$ cat config.mk
export PLATFORM = sky130hd
export DESIGN_NAME = uart_receiver
export DESIGN_NICKNAME = d
export VERILOG_FILES = /design/src/rtl/uart_receiver.sv
export SDC_FILE = /design/constraint.sdc
export NUM_CORES = 1
export LEC_CHECK = 0
export BUFFER_PORTS_ARGS = -buffer_cell sky130_fd_sc_hd__buf_2
export CAP_MARGIN = 20
export CORE_MARGIN = 4
export CORE_UTILIZATION = 34
export DETAILED_ROUTE_END_ITERATION = 10
export MAX_ROUTING_LAYER = met4
export PLACE_DENSITY_LB_ADDON = 0.2
export SYNTH_ARGS = -nofsm -noshare
export SYNTH_HDL_FRONTEND = slang
export SYNTH_SLANG_ARGS = --single-unit
$ cat constraint.sdc
create_clock -name clk -period 1.5 [get_ports clk]
set_input_delay 0.3 -clock clk [delete_from_list [all_inputs] [get_ports clk]]
set_output_delay 0.3 -clock clk [all_outputs]
set_load 0.005 [all_outputs]
$ cat src/rtl/uart_receiver.sv
// 8N1 UART receiver: 2-flop synchroniser, mid-bit sampling, one-cycle valid/frame_err strobes.
// Define UART_RX_MAJORITY_EN to take a 3-sample majority vote at every sample point.
module uart_receiver #(
    parameter int CLKS_PER_BIT = 4,
    parameter int DATA_BITS    = 8
) (
    input  logic                 clk,
    input  logic                 reset_n,
    input  logic                 bit_in,
    output logic [DATA_BITS-1:0] byte_out,
    output logic                 valid,
    output logic                 frame_err,
    output logic                 busy
);

    localparam int CW = (CLKS_PER_BIT > 1) ? $clog2(CLKS_PER_BIT) : 1;
    localparam int IW = (DATA_BITS > 1) ? $clog2(DATA_BITS) : 1;

    localparam logic [CW-1:0] CNT_MID  = CW'(CLKS_PER_BIT / 2 - 1);
    localparam logic [CW-1:0] CNT_LAST = CW'(CLKS_PER_BIT - 1);
    localparam logic [IW-1:0] IDX_LAST = IW'(DATA_BITS - 1);

    typedef enum logic [2:0] {
        S_IDLE,
        S_START,
        S_DATA,
        S_STOP,
        S_WAIT_HIGH
    } state_t;

    state_t               r_state;
    state_t               w_state_nx;
    logic [CW-1:0]        r_cnt;
    logic [CW-1:0]        w_cnt_nx;
    logic [IW-1:0]        r_idx;
    logic [IW-1:0]        w_idx_nx;
    logic [DATA_BITS-1:0] r_shift;
    logic [DATA_BITS-1:0] w_shift_nx;
    logic [DATA_BITS-1:0] r_byte;
    logic [DATA_BITS-1:0] w_byte_nx;
    logic                 r_valid;
    logic                 w_valid_nx;
    logic                 r_ferr;
    logic                 w_ferr_nx;

    logic r_sync1;
    logic r_sync2;
    logic w_rx;
    logic w_samp;

    // Both flops reset to 1 so a reset never looks like a start edge.
    always_ff @(posedge clk or negedge reset_n) begin
        if (!reset_n) begin
            r_sync1 <= 1'b1;
            r_sync2 <= 1'b1;
        end else begin
            r_sync1 <= bit_in;
            r_sync2 <= r_sync1;
        end
    end

    assign w_rx = r_sync2;

`ifdef UART_RX_MAJORITY_EN
    logic [1:0] r_hist;

    always_ff @(posedge clk or negedge reset_n) begin
        if (!reset_n) begin
            r_hist <= 2'b11;
        end else begin
            r_hist <= {r_hist[0], w_rx};
        end
    end

    assign w_samp = (w_rx & r_hist[0])
                  | (w_rx & r_hist[1])
                  | (r_hist[0] & r_hist[1]);
`else
    assign w_samp = w_rx;
`endif

    always_ff @(posedge clk or negedge reset_n) begin
        if (!reset_n) begin
            r_state <= S_IDLE;
            r_cnt   <= '0;
            r_idx   <= '0;
            r_shift <= '0;
            r_byte  <= '0;
            r_valid <= 1'b0;
            r_ferr  <= 1'b0;
        end else begin
            r_state <= w_state_nx;
            r_cnt   <= w_cnt_nx;
            r_idx   <= w_idx_nx;
            r_shift <= w_shift_nx;
            r_byte  <= w_byte_nx;
            r_valid <= w_valid_nx;
            r_ferr  <= w_ferr_nx;
        end
    end

    always_comb begin
        w_state_nx = r_state;
        w_cnt_nx   = r_cnt;
        w_idx_nx   = r_idx;
        w_shift_nx = r_shift;
        w_byte_nx  = r_byte;
        w_valid_nx = 1'b0;
        w_ferr_nx  = 1'b0;

        unique case (r_state)
            S_IDLE: begin
                if (!w_rx) begin
                    w_state_nx = S_START;
                    w_cnt_nx   = '0;
                end
            end
            S_START: begin
                if (r_cnt == CNT_MID) begin
                    w_cnt_nx = '0;
                    if (!w_samp) begin
                        w_state_nx = S_DATA;
                        w_idx_nx   = '0;
                    end else begin
                        w_state_nx = S_IDLE;
                    end
                end else begin
                    w_cnt_nx = r_cnt + CW'(1);
                end
            end
            S_DATA: begin
                if (r_cnt == CNT_LAST) begin
                    w_cnt_nx   = '0;
                    // LSB arrives first; shifting right lands it at bit 0.
                    w_shift_nx = (r_shift >> 1)
                               | (DATA_BITS'(w_samp) << (DATA_BITS - 1));
                    if (r_idx == IDX_LAST) begin
                        w_state_nx = S_STOP;
                    end else begin
                        w_idx_nx = r_idx + IW'(1);
                    end
                end else begin
                    w_cnt_nx = r_cnt + CW'(1);
                end
            end
            S_STOP: begin
                if (r_cnt == CNT_LAST) begin
                    w_cnt_nx = '0;
                    if (w_samp) begin
                        w_byte_nx  = r_shift;
                        w_valid_nx = 1'b1;
                        w_state_nx = S_IDLE;
                    end else begin
                        w_ferr_nx  = 1'b1;
                        w_state_nx = S_WAIT_HIGH;
                    end
                end else begin
                    w_cnt_nx = r_cnt + CW'(1);
                end
            end
            S_WAIT_HIGH: begin
                if (w_rx) begin
                    w_state_nx = S_IDLE;
                end
            end
            default: begin
                w_state_nx = S_IDLE;
            end
        endcase
    end

    assign byte_out  = r_byte;
    assign valid     = r_valid;
    assign frame_err = r_ferr;
    assign busy      = (r_state != S_IDLE);

endmodule

==> impl_metrics.sql <==
INSERT INTO impl_metrics (metric_group, metric, value, unit) VALUES
('status', 'run_status', 'finished, violations left', ''),
('status', 'violations', 'negative setup slack', ''),
('power', 'leakagePower', '0.825', 'nW'),
('clock_network', 'clock_sinks', '28', ''),
('timing', 'final_max_slew_viol_count', '0', ''),
('power', 'peakVddDrop', '501', 'uV'),
('place', 'placed_cell_area', '0.00145', 'sq mm'),
('final_layout', 'post-route-cell-area', '0.00160', 'sq mm'),
('floorplanning', 'dieHeight', '68.5', 'um'),
('worst_setup_path', 'timing.critical_path.cells', 'buf_4 > ha_1 > and4bb_2 > o221ai_2 > mux2_2', ''),
('power', 'p_switching', '0.000692', 'W'),
('detailed_routing', 'antenna_violating_nets_left', '0', ''),
('synth', 'ys_ff_latch', '28', ''),
('synth', 'post-synth-top-area-cell', 'sky130_fd_sc_hd__dfrtp_1', ''),
('detailed_routing', 'routed_via_density', '4.58', ''),
('detailed_routing', 'wire_per_inst', '13.3', 'um'),
('final_layout', 'num-nets-final', '128', ''),
('final_layout', 'fillCellCount', '321', ''),
('clock_network', 'worstSkewPairLatency', '0.27', 'ns'),
('synth', 'yosys.area.top_type_share', '52.3', '%'),
('worst_setup_path', 'timing.rr.start', 'r_cnt[0]$_DFFE_PN0P_', ''),
('clock_network', 'cts_htree_levels', '1', ''),
('power', 'power.share.clock', '24.8', '%'),
('worst_setup_path', 'timing.critical_path.max_delay_family', 'flip-flops', ''),
('worst_setup_path', 'cp_data_required_time', '1.67', 'ns'),
('detailed_routing', 'dr.first_iter.drc_count', '29', ''),
('floorplanning', 'floorplan.die.width', '68.5', 'um'),
('timing', 'slew_headroom', '59.6', '%'),
('worst_setup_path', 'crit-reg2reg-capture', 'r_idx[0]$_DFFE_PN0P_', ''),
('floorplanning', 'initial_core_util', '36.2', '%'),
('worst_setup_path', 'ff2ff_path_depth', '5', ''),
('place', 'place.detailed.hpwl', '1.46', 'mm'),
('detailed_routing', 'route.detailed.drc', '0', ''),
('worst_setup_path', 'cp_max_fo', '3', ''),
('timing', 'achievable-frequency', '663', 'MHz'),
('timing', 'finalWorstPathRequiredPeriod', '1.51', 'ns'),
('detailed_routing', 'drt-pass1-iter-count', '4', ''),
('synth', 'postSynthCellCount', '90', ''),
('worst_setup_path', 'timing.critical_path.slowest_cell_delay', '0.41', 'ns'),
('synth', 'synth_nets', '98', ''),
('synth', 'yosysMostFrequentCell', 'sky130_fd_sc_hd__dfrtp_1', ''),
('grt', 'grt_antenna_before_repair', '0', ''),
('clock_network', 'cts_inserted_buffers', '3', ''),
('place', 'dp_slack', '-0.0753', 'ns'),
('final_layout', 'antennaDiodeCount', '0', ''),
('final_layout', 'layout-drive-gt1-share', '52.9', '%'),
('grt', 'grtUsageMet1', '15.8', '%'),
('synth', 'synthTopCellsByCount', '26 x sky130_fd_sc_hd__dfrtp_1, 10 x sky130_fd_sc_hd__mux2_2, 8 x sky130_fd_sc_hd__mux2_4', ''),
('timing', 'final.setup_skew', '0.00257', 'ns'),
('power', 'pd_cells', '1500', 'mW/mm^2'),
('worst_setup_path', 'worst-path-buf-inv', '1', ''),
('detailed_routing', 'vias', '756', ''),
('synth', 'synth-edff-count', '0', ''),
('floorplanning', 'floorplan.rows', '21', ''),
('floorplanning', 'core_box_area', '0.00344', 'sq mm'),
('power', 'power.switching_fraction', '28.8', '%'),
('grt', 'grt_pass1_wl', '3.86', 'mm'),
('detailed_routing', 'routed_wl', '2.20', 'mm'),
('power', 'comb_power_share', '35.5', '%'),
('clock_network', 'clk_pin_slew', '0.10', 'ns'),
('timing', 'setup_slack', '-0.00726', 'ns'),
('worst_setup_path', 'slowest_stage', 'sky130_fd_sc_hd__dfrtp_1', ''),
('timing', 'timing_worst_slew_pin_value', '0.606', 'ns'),
('grt', 'grt_use_met3', '1.94', '%'),
('worst_setup_path', 'criticalPathCategory', 'register to register', ''),
('place', 'routabilityCongestion', '0.738', ''),
('synth', 'ys.flop_type', 'sky130_fd_sc_hd__dfrtp_1', ''),
('timing', 'finalSetupViolations', '6', ''),
('grt', 'grt_max_degree', '29', ''),
('grt', 'groute.layer.met2.usage', '16.6', '%'),
('timing', 'setup_repair_after_global_routing_missed_its_margin', 'yes', '');
stage by stage:
step | total power [W] | hold slack, ns | std cells | TNS, ns
global route | 0.00257 | 0.0722 | 165 | -1.10
global placement | 0.00163 | 0.347 | 158 | -0.140
floorplan | 0.00138 | 0.00441 | 90 | 0
detailed placement | 0.00165 | 0.350 | 158 | -0.298
CTS | 0.00234 | 0.0580 | 165 | -0.0670
finish | 0.00240 | 0.0217 | 165 | -0.0264
worst max-delay path by stage:
stage | startpoint | to | slack (ns) | depth (start not counted)
finish | r_cnt[0]$_DFFE_PN0P_ | r_idx[0]$_DFFE_PN0P_ | -0.007 | 5
global route | r_cnt[1]$_DFFE_PN0P_ | r_idx[0]$_DFFE_PN0P_ | -0.1 | 4
CTS | r_cnt[1]$_DFFE_PN0P_ | byte_out[3]$_DFFE_PN0P_ | -0.01 | 5
detailed placement | r_idx[0]$_DFFE_PN0P_ | r_idx[0]$_DFFE_PN0P_ | -0.08 | 5
global placement | r_cnt[1]$_DFFE_PN0P_ | byte_out[0]$_DFFE_PN0P_ | -0.02 | 5
floorplan | r_cnt[0]$_DFFE_PN0P_ | byte_out[0]$_DFFE_PN0P_ | 0.02 | 5
cell families after synthesis:
| kind of cell | share of synthesized area, % |
|---|---|
| flops | 56.5 |
| buf+inv | 4.12 |
| mux | 19.5 |
| fa+ha+maj | 5.03 |
| simple gates | 9.14 |
| compound gates | 5.73 |
flip-flops by register name, summed over array words and instances (netlist names):
signal and cells:
r_sync1 1, byte_out 8, r_shift 8, r_sync2 1, r_cnt 2, valid 1
r_state 3, r_idx 3, frame_err 1
cell usage in the layout (no fill, tap or decap), drive strengths merged:
cell and instances:
buf 29, dfrtp 26, mux2 18, inv 5, ha 5, nand2 4
a21oi 3, clkbuf 3, nor2 3, and4bb 2, nor2b 2, nand2b 2
a22o 2, o21ai 2, dfstp 2, nor3b 2, nand4b 1, or2 1
o22ai 1, o221ai 1, nand3b 1, mux2i 1, a31oi 1, o211ai 1
bufinv 1
routing by layer:
metal | vias to the layer above | share of wire, %
li1 | 374 | -
met1 | 368 | 46
met3 | 2 | 4.5
met5 | - | 0
met4 | 0 | 0.50
met2 | 12 | 49
power groups by stage:
| stage | registers (W) | logic [W] | clock network, W |
|---|---|---|---|
| CTS | 0.000951 | 0.000778 | 0.000614 |
| global placement | 0.000958 | 0.000672 | 0 |
| floorplan | 0.000948 | 0.000434 | 0 |
| finish | 0.000952 | 0.000853 | 0.000595 |
| global route | 0.000965 | 0.000958 | 0.000642 |
| detailed placement | 0.000962 | 0.000691 | 0 |
worst register-to-register path, cell delays in order (launching register included):
cell	delay, ns
sky130_fd_sc_hd__dfrtp_1	0.41
sky130_fd_sc_hd__buf_4	0.14
sky130_fd_sc_hd__ha_1	0.17
sky130_fd_sc_hd__and4bb_2	0.27
sky130_fd_sc_hd__o221ai_2	0.13
sky130_fd_sc_hd__mux2_2	0.28
timing repair:
item | CTS | global route
setup endpoints to repair | 13 | 21
setup buffers | 3 | 0
hold buffers | 0 | 0
resized for setup | 5 | 5
area by class of cell:
type | instances | area (sq um) | share of cell area, %
inverter | 5 | 18.8 | 1.18
clock inverter | 1 | 30.0 | 1.88
sequential | 28 | 703 | 44.1
tap | 46 | 57.6 | 3.61
clock buffer | 3 | 41.3 | 2.59
multi-input combinational | 53 | 547 | 34.3
timing repair buffer | 29 | 198 | 12.4
(Power assumes the default switching activity.)
